[config.mk]
export PLATFORM = sky130hd
export DESIGN_NAME = conv_stream_feeder
export DESIGN_NICKNAME = d
export VERILOG_FILES = /design/src/rtl/conv_stream_feeder_pkg.sv /design/src/rtl/conv_feed_addr_gen.sv /design/src/rtl/conv_stream_feeder.sv
export SDC_FILE = /design/constraint.sdc
export NUM_CORES = 1
export LEC_CHECK = 0
export CORE_MARGIN = 2
export CORE_UTILIZATION = 48
export CTS_BUF_LIST = sky130_fd_sc_hd__clkbuf_16
export DETAILED_ROUTE_END_ITERATION = 8
export GPL_TIMING_DRIVEN = 0
export HOLD_SLACK_MARGIN = 0.12
export PLACE_DENSITY = 0.95
export SYNTH_ARGS = -nofsm -noshare
export SYNTH_HDL_FRONTEND = slang
export SYNTH_SLANG_ARGS = --single-unit
[constraint.sdc]
create_clock -name clk -period 6.2 [get_ports clk]
set_input_delay 1.24 -clock clk [delete_from_list [all_inputs] [get_ports clk]]
set_output_delay 1.24 -clock clk [all_outputs]
set_load 0.02 [all_outputs]
[src/rtl/conv_stream_feeder_pkg.sv]
// Shared frame constants and feeder state encoding.
// The convolution core imports the same frame geometry.
package conv_stream_feeder_pkg;

   localparam int IMG_W = 14;
   localparam int IMG_H = 14;
   localparam int K     = 3;
   localparam int N     = IMG_W * IMG_H;
   localparam int KK    = K * K;

   typedef enum logic [1:0] {
      S_IDLE   = 2'd0,
      S_STREAM = 2'd1,
      S_DRAIN  = 2'd2,
      S_GAP    = 2'd3
   } feed_state_t;

endpackage

[src/rtl/conv_feed_addr_gen.sv]
// Beat counter for the feeder: raster beat index, last-beat
// flag and "next beat still inside the weight window" flag.
module conv_feed_addr_gen #(
   parameter int ADDR_W = 8
) (
   input  logic              clk,
   input  logic              rst,
   input  logic              i_clr,
   input  logic              i_adv,
   output logic [ADDR_W-1:0] o_beat,
   output logic              o_last,
   output logic              o_win_nxt
);
   import conv_stream_feeder_pkg::*;

   logic [ADDR_W-1:0] r_beat;
   logic [ADDR_W-1:0] w_nxt;

   assign w_nxt     = r_beat + ADDR_W'(1);
   assign o_last    = (r_beat == ADDR_W'(N - 1));
   assign o_win_nxt = (w_nxt < ADDR_W'(KK));
   assign o_beat    = r_beat;

   // Count beats; saturate at the last beat so the address never wraps.
   always_ff @(posedge clk) begin
      if (rst) begin
         r_beat <= '0;
      end else if (i_clr) begin
         r_beat <= '0;
      end else if (i_adv && !o_last) begin
         r_beat <= w_nxt;
      end
   end

endmodule

[src/rtl/conv_stream_feeder.sv]
// Reads one IFM frame and one kernel from 1-clk SRAMs and
// streams them, one word per clock, into the convolution core.
module conv_stream_feeder #(
   parameter int DATA_W  = 16,
   parameter int ADDR_W  = 8,
   parameter int GAP_CYC = 2
) (
   input  logic              clk,
   input  logic              rst,
   input  logic              start,
   output logic              busy,
   output logic              done,
   output logic              ifm_rd_en,
   output logic [ADDR_W-1:0] ifm_addr,
   input  logic [DATA_W-1:0] ifm_rdata,
   output logic              w_rd_en,
   output logic [3:0]        w_addr,
   input  logic [DATA_W-1:0] w_rdata,
   output logic              in_valid,
   output logic [DATA_W-1:0] In_IFM,
   output logic [DATA_W-1:0] In_Weight
);
   import conv_stream_feeder_pkg::*;

   feed_state_t       r_state;
   logic              r_busy;
   logic              r_done;
   logic              r_ifm_rd_en;
   logic              r_w_rd_en;
   logic [3:0]        r_w_addr;
   logic [7:0]        r_gap;
   logic              r_v1;
   logic              r_wsel1;
   logic              r_in_valid;
   logic [DATA_W-1:0] r_ifm;
   logic [DATA_W-1:0] r_wt;

   logic [ADDR_W-1:0] w_beat;
   logic              w_last;
   logic              w_win_nxt;
   logic              w_clr;
   logic              w_adv;

   // A start seen while done is still showing waits one more clock.
   assign w_clr = (r_state == S_IDLE) && start && !r_done;
   assign w_adv = (r_state == S_STREAM) && !w_last;

   conv_feed_addr_gen #(
      .ADDR_W (ADDR_W)
   ) u_addr_gen (
      .clk       (clk),
      .rst       (rst),
      .i_clr     (w_clr),
      .i_adv     (w_adv),
      .o_beat    (w_beat),
      .o_last    (w_last),
      .o_win_nxt (w_win_nxt)
   );

   // Frame sequencing: read strobes, gap timing, busy/done.
   always_ff @(posedge clk) begin
      if (rst) begin
         r_state     <= S_IDLE;
         r_busy      <= 1'b0;
         r_done      <= 1'b0;
         r_ifm_rd_en <= 1'b0;
         r_w_rd_en   <= 1'b0;
         r_w_addr    <= '0;
         r_gap       <= '0;
      end else begin
         r_done <= 1'b0;
         unique case (r_state)
            S_IDLE: begin
               r_busy <= 1'b0;
               if (w_clr) begin
                  r_state     <= S_STREAM;
                  r_busy      <= 1'b1;
                  r_ifm_rd_en <= 1'b1;
                  r_w_rd_en   <= 1'b1;
                  r_w_addr    <= '0;
               end
            end
            S_STREAM: begin
               if (w_last) begin
                  r_ifm_rd_en <= 1'b0;
                  r_w_rd_en   <= 1'b0;
                  r_state     <= S_DRAIN;
               end else begin
                  r_w_rd_en <= w_win_nxt;
                  if (w_win_nxt) begin
                     r_w_addr <= r_w_addr + 4'd1;
                  end
               end
            end
            S_DRAIN: begin
               r_gap   <= '0;
               r_state <= S_GAP;
            end
            S_GAP: begin
               if (r_gap == 8'(GAP_CYC - 1)) begin
                  r_done  <= 1'b1;
                  r_state <= S_IDLE;
               end else begin
                  r_gap <= r_gap + 8'd1;
               end
            end
         endcase
      end
   end

   // One-stage valid pipe aligning beats with the 1-clk read data.
   always_ff @(posedge clk) begin
      if (rst) begin
         r_v1       <= 1'b0;
         r_wsel1    <= 1'b0;
         r_in_valid <= 1'b0;
         r_ifm      <= '0;
         r_wt       <= '0;
      end else begin
         r_v1       <= r_ifm_rd_en;
         r_wsel1    <= r_w_rd_en;
         r_in_valid <= r_v1;
         r_ifm      <= r_v1 ? ifm_rdata : '0;
         r_wt       <= (r_v1 && r_wsel1) ? w_rdata : '0;
      end
   end

   assign busy      = r_busy;
   assign done      = r_done;
   assign ifm_rd_en = r_ifm_rd_en;
   assign ifm_addr  = w_beat;
   assign w_rd_en   = r_w_rd_en;
   assign w_addr    = r_w_addr;
   assign in_valid  = r_in_valid;
   assign In_IFM    = r_ifm;
   assign In_Weight = r_wt;

endmodule

==> summary.txt, run 1 <==
Routing
  – Final wirelength: ~7100 µm
  – Vias per cell: 5.46
  – Drt drc: 0
  – First-pass DRT Iterations: 7
  – Initial DRC Count: roughly 150
  – Routed vias: about 2200
  – Final ANT Viol Nets: 0
  – Wire per inst: 17.7 µm

Floorplan
  – I/O pin cnt: between 80 and 90
  – Core footprint: ~0.0048 mm²
  – Die Ht: between 70 and 80 µm
  – Row count: 25
  – Die X-Extent: 74.4 µm
  – Die ar.: between 0.005 and 0.006 mm²
  – Initial Util: 0.500

Setup path
  – Buf/Inv on CP: 1
  – Reg2reg start: u_addr_gen.o_beat[1]
  – Worst endpoint data arrival time: 1.45 ns
  – Critical-path top delay cell: clkdlybuf4s50_1
  – CP startpoint kind: flop
  – WS Path Type: reg -> out
  – Crit path cell chain: clkdlybuf4s50_1
  – Worst EP required: 4.96 ns
  – Worst Setup SP: u_addr_gen.o_beat[4]
  – Crit path max-delay family: buffers and inverters
  – Max incr delay on CP: about 0.66 ns
  – CP max FO: 8
  – Path depth of the worst reg2reg path: 6
  – CP endpoint kind: output pin
  – WP depth: 1

Power
  – P_leak: 1.43 nW
  – VDD IR max: 0.000264 V
  – Pwr dens: 343 mW/mm²
  – Overall power: 1.22 mW

Placed design
  – Post-DP HPWL: 4440 µm
  – Placed Cells: roughly 390
  – PortBufs: 83
  – Final GP Congestion: about 0.8

STA
  – Final Setup Violations: 0
  – Final critical-path required period: roughly 2.7 ns
  – Final slew viol count: 0
  – Worst clock skew: 0.00782 ns
  – Least-Margin Pin Slew: about 0.6 ns
  – RSZ-0062 raised after global routing: false
  – Hold Vio Cnt, Final: 0
  – TNS Setup: 0 ns
  – Headroom to the max-slew limit: 0.593
  – Crit share post-route: 0.433
  – Fmax: 372 MHz

Finish
  – Nets: between 300 and 400
  – Area growth syn-to-layout: 50.3%
  – Fin cells: between 400 and 500
  – Fillcell total: 270
  – Util after Layout: 0.751
  – Layout cells sized above 1: 0.0719
  – Multi-input logic area: 0.00110 mm²
  – Register area: 0.00122 mm²
  – # diodes: 0

Clock tree
  – Clock sink count: approximately 60
  – Clock Latency Late Sink: between 0.3 and 0.4 ns
  – Cts repair resizes: 0
  – Post-CTS Setup Bufs: 0
  – CTS tree: built
  – Clk root buf: clkbuf_16
  – Clock Pin Slew Worst Setup and Hold Paths: around 0.050 ns
  – Max clock buf depth: 2
  – TritonCTS Buffers: 9
  – Cts hold-fix bufs: 0
  – Htree depth: 3

Yosys
  – Syn avg cell area: between 10 and 15 µm²
  – Top-area cell type share of the netlist area: 0.514
  – Area leader, netlist: dfxtp_1
  – Number of synthesized flops with an enable pin: 0
  – Yosys reg bits: roughly 60
  – Yosys Warn Count: 0
  – Netlist cell types: between 40 and 50
  – Synthesized Nets: 281
  – Synth area leaders: dfxtp_1 (51%), ha_1 (5.3%), and3_1 (5.0%), and2_1 (4.5%), xor2_1 (2.6%)
  – Primary FF master, synth: dfxtp_1
  – Mapped Cells: roughly 240
  – FFs w/ async S/R, synth: 0
  – Sequential area share after synthesis: 0.514
  – Syn Std Cell Area: 0.00238 mm²

Flow run
  – Maxcap violations: 0

Hold path
  – Worst Min Path Start: busy
  – Tightest Hold Check Type: reg -> reg
  – WHS Path Cells: 2

Global routing
  – First-pass GRT wire length: around 11000 µm
  – Gr ovfl total: 0
  – GRT Util Overall: 0.267
  – Initial antenna violation count: 0
  – Largest net degree at the start of global routing: 11
  – Number of global-route vias before repair: between 2000 and 2500

Status
  – Status: completed
==> through the flow <==
| stage | hold slack (ns) | instance area (µm²) | worst slack (ns) |
|---|---|---|---|
| 2_1_floorplan | 0.482 | 2380 | 3.99 |
| 3_3_place_gp | 0.462 | 3290 | 3.36 |
| 3_5_place_dp | 0.472 | 3290 | 3.30 |
| 4_1_cts | 0.481 | 3570 | 3.50 |
| 5_1_grt | 0.508 | 3570 | 3.46 |
| 6_report | 0.481 | 3570 | 3.51 |
==> synthesized netlist by cell type (4+ instances only) <==
library cell	n
and3_1	19
nand2_1	13
and2_1	17
inv_1	6
nand2b_1	4
nand4_1	4
nor3_1	5
nor2_1	15
clkbuf_1	8
xor2_1	7
a21oi_1	5
mux2i_1	4
ha_1	10
nor2b_1	6
dfxtp_1	61
nand3_1	8
==> worst paths after layout <==
kind | end | slack (ns)
worst max-delay path | ifm_addr[4] | 3.51
worst min-delay path | busy | 0.48
worst max register to register | r_state[1] | 3.93
worst min register to register | busy | 0.48
==> flip-flops by register name, summed over array words and instances (netlist names) <==
signal,cells
r_gap,8
u_addr_gen.o_beat,8
In_Weight,16
ifm_rd_en,1
r_v1,1
In_IFM,16
w_addr,4
done,1
in_valid,1
busy,1
r_wsel1,1
w_rd_en,1
r_state,2
==> logic make-up after synthesis <==
| group | synth area share |
|---|---|
| AND/OR/NAND/NOR | 0.261 |
| XOR/XNOR | 0.0369 |
| adder cells (fa/ha/maj) | 0.0527 |
| flip-flops | 0.514 |
| multiplexers | 0.0216 |
| AO/OA/AOI/OAI | 0.0900 |
| buffers and inverters | 0.0242 |
==> final cells by class <==
| type | instances | area share |
|---|---|---|
| sequential | 61 | 0.342 |
| tap | 67 | 0.0235 |
| clock inverter | 6 | 0.0154 |
| clock buffer | 9 | 0.0631 |
| timing repair buffer | 83 | 0.233 |
| multi-input combinational | 160 | 0.307 |
| inverter | 6 | 0.00631 |
| buffer | 9 | 0.00981 |
==> power by group <==
group	leakage [nW]	switching (mW)	internal, mW	total (mW)
logic	0.796	0.162	0.130	0.293
clock network	0.136	0.172	0.304	0.475
registers	0.494	0.0300	0.426	0.456
==> routing by layer <==
metal | vias up | share of wire | track usage
met5 | - | 0 | 0
met4 | 0 | 0.039 | 0.171
met3 | 29 | 0.10 | 0.0989
met2 | 126 | 0.49 | 0.430
met1 | 1028 | 0.38 | 0.299
li1 | 1007 | - | -
==> placed cells by master (no fill, tap or decap), drive strengths merged, types with 5 or more instances in the layout <==
cell type,count
clkdlybuf4s50,83
dfxtp,61
and3,19
and2,18
clkbuf,17
nor2,15
nand2,13
ha,10
nand3,8
xor2,7
inv,6
nor2b,6
nor3,6
a21oi,5
o21ai,5
==> worst reg2reg max path: stages, from the launching register on <==
cell      delay, ns
dfxtp_1        0.45
ha_1           0.36
nand2b_1       0.13
o31ai_2        0.51
or3b_4         0.47
mux2i_1        0.17
nor2_1         0.05
No activity file was read; power rests on OpenSTA's default activity.
==> run 2, diff against run 1 <==
Settings changed: CORE_UTILIZATION 48 to 40, PLACE_DENSITY 0.95 to 0.86.
Clock period 6.2 ns to 2.35 ns, I/O delays scaled along.
==> summary.txt, run 2 (same netlist as run 1, synthesis figures left out) <==
Routing
  – First-pass DRT Iterations: 4
  – Drt drc: 0
  – Initial DRC Count: 66
  – Met1 wire length: 2510 µm
  – Routed vias: a little over 2000
  – Met2 WL: 2450 µm
  – Wire per inst: around 14 µm
  – Final ANT Viol Nets: 0
  – Met3 wire len: roughly 500 µm
  – Vias per cell: around 5.0
  – Final wirelength: roughly 5500 µm
  – Top Metal Used: met4

Hold path
  – Hold Path End: busy
  – Tightest Hold Check Type: reg -> reg
  – WHS Path Cells: 2
  – Worst Min Path Start: busy

Power
  – P_leak: 1.43 nW
  – VDD IR max: between 0.0006 and 0.0007 V
  – Pwr dens: between 800 and 900 mW/mm²

STA
  – Hold Vio Cnt, Final: 0
  – Fmax: between 400 and 500 MHz
  – Final Setup Violations: 0
  – Crit share post-route: 0.941
  – Worst clock skew: between 0.004 and 0.005 ns
  – Final slew viol count: 0
  – Hold_ws: ~0.48 ns
  – Headroom to the max-slew limit: 0.643
  – RSZ-0062 raised after global routing: false
  – Least-Margin Pin Slew: roughly 0.53 ns
  – TNS Setup: 0 ns
  – Final critical-path required period: ~2.2 ns

Setup path
  – CP max FO: 5
  – Worst EP required: 2.54 ns
  – Path depth of the worst reg2reg path: 6
  – Critical-path top delay cell: or4b_4
  – WS Path Type: reg -> reg
  – Max incr delay on CP: between 0.4 and 0.5 ns
  – Reg2reg start: r_gap[0]
  – CP startpoint kind: flop
  – Worst endpoint data arrival time: approximately 2.4 ns
  – Reg2reg setup slack: between 0.1 and 0.15 ns
  – Worst R2R End: r_state[1]
  – Crit path cell chain: ha_1 -> or4b_4 -> o41a_4 -> or3b_4 -> mux2i_1 -> nor2_1
  – CP endpoint kind: flop

Flow run
  – Maxcap violations: 0

Placed design
  – Placed Cells: roughly 390
  – Final GP Congestion: roughly 0.74
  – Post-DP HPWL: slightly below 4000 µm
  – PortBufs: 83

Global routing
  – Number of global-route vias before repair: 1853
  – Largest net degree at the start of global routing: 12
  – Gr ovfl total: 0
  – GRT Util Overall: 0.172
  – Initial antenna violation count: 0
  – First-pass GRT wire length: ~8500 µm

Floorplan
  – Die X-Extent: about 80 µm
  – Die ar.: ~0.0066 mm²
  – I/O pin cnt: 84
  – Row count: 28
  – Die Ht: around 81 µm
  – Initial Util: 0.409
  – Core footprint: 0.00582 mm²

Clock tree
  – Clock Latency Late Sink: 0.32 ns
  – Clock sink count: 61
  – Post-CTS Setup Bufs: 0
  – Max clock buf depth: 2
  – Cts hold-fix bufs: 0
  – CTS tree: built
  – TritonCTS Buffers: 9
  – Htree depth: 3
  – Clk root buf: clkbuf_16
  – Clock Pin Slew Worst Setup and Hold Paths: 0.05 ns

Status
  – Status: completed

Finish
  – Layout cells sized above 1: 0.0776
  – Most frequent cells in the layout: clkdlybuf4s50_1 (83), dfxtp_1 (61), and3_1 (19)
  – # diodes: 0
  – Fin cells: slightly above 400
  – Most common cell after layout, fill and taps aside: clkdlybuf4s50_1
  – Nets: 375
  – Util after Layout: 0.619
  – Area growth syn-to-layout: 51.5%
## run 2: repair_timing
item | in CTS | in global routing
endpoints found under the hold margin | 0 | 0
resized for setup | 0 | 1
endpoints found under the setup margin | 0 | 2
## run 2: worst max-delay path by stage
stage                       endpoint  slack (ns)                 start
after floorplan           r_state[1]        0.25  u_addr_gen.o_beat[0]
after global placement    r_state[1]        0.19  u_addr_gen.o_beat[0]
after detailed placement  r_state[1]        0.16  u_addr_gen.o_beat[0]
after CTS                 r_state[1]         0.1  u_addr_gen.o_beat[0]
after global routing      r_state[1]        0.03  u_addr_gen.o_beat[0]
final                     r_state[1]        0.14              r_gap[0]
## run 2: per-layer routing
metal / GRT usage / up-vias
li1: - / 1009
met1: 0.211 / 928
met2: 0.279 / 88
met3: 0.0489 / 8
met4: 0.0814 / 0
met5: 0 / -
## run 2: where the power goes
part / switching, mW / internal, mW / leakage (nW)
Sequential: 0.0768 / 1.12 / 0.494
Clock: 0.458 / 0.813 / 0.143
Combinational: 0.399 / 0.346 / 0.797
Total: 0.934 / 2.28 / 1.43
## run 2: critical path, delay by kind of cell (launching register included)
family / cells / cell delay [ns]
fa+ha+maj: 1 / 0.16
flops: 1 / 0.38
simple gates: 3 / 0.97
compound gates: 1 / 0.40
mux: 1 / 0.18
## run 2: area by class of cell
cell class              instances  area (µm²)
plain buffers                   9        35.0
inverters                       6        22.5
clock buffers                   9         225
clock inverters                 7        65.1
multi-input cells             160        1110
flip-flops and latches         61        1220
fillers                       461        2220
repair buffers                 83         831
well taps                      75        93.8
## run 2: through the flow
| step | worst slack (ns) | instance area (µm²) | power, mW |
|---|---|---|---|
| finish | 0.138 | 3600 | 3.22 |
| global route | 0.0272 | 3600 | 3.37 |
| CTS | 0.0985 | 3590 | 3.24 |
| detailed placement | 0.159 | 3300 | 1.95 |
| global placement | 0.186 | 3300 | 1.92 |
| floorplan | 0.251 | 2380 | 1.66 |
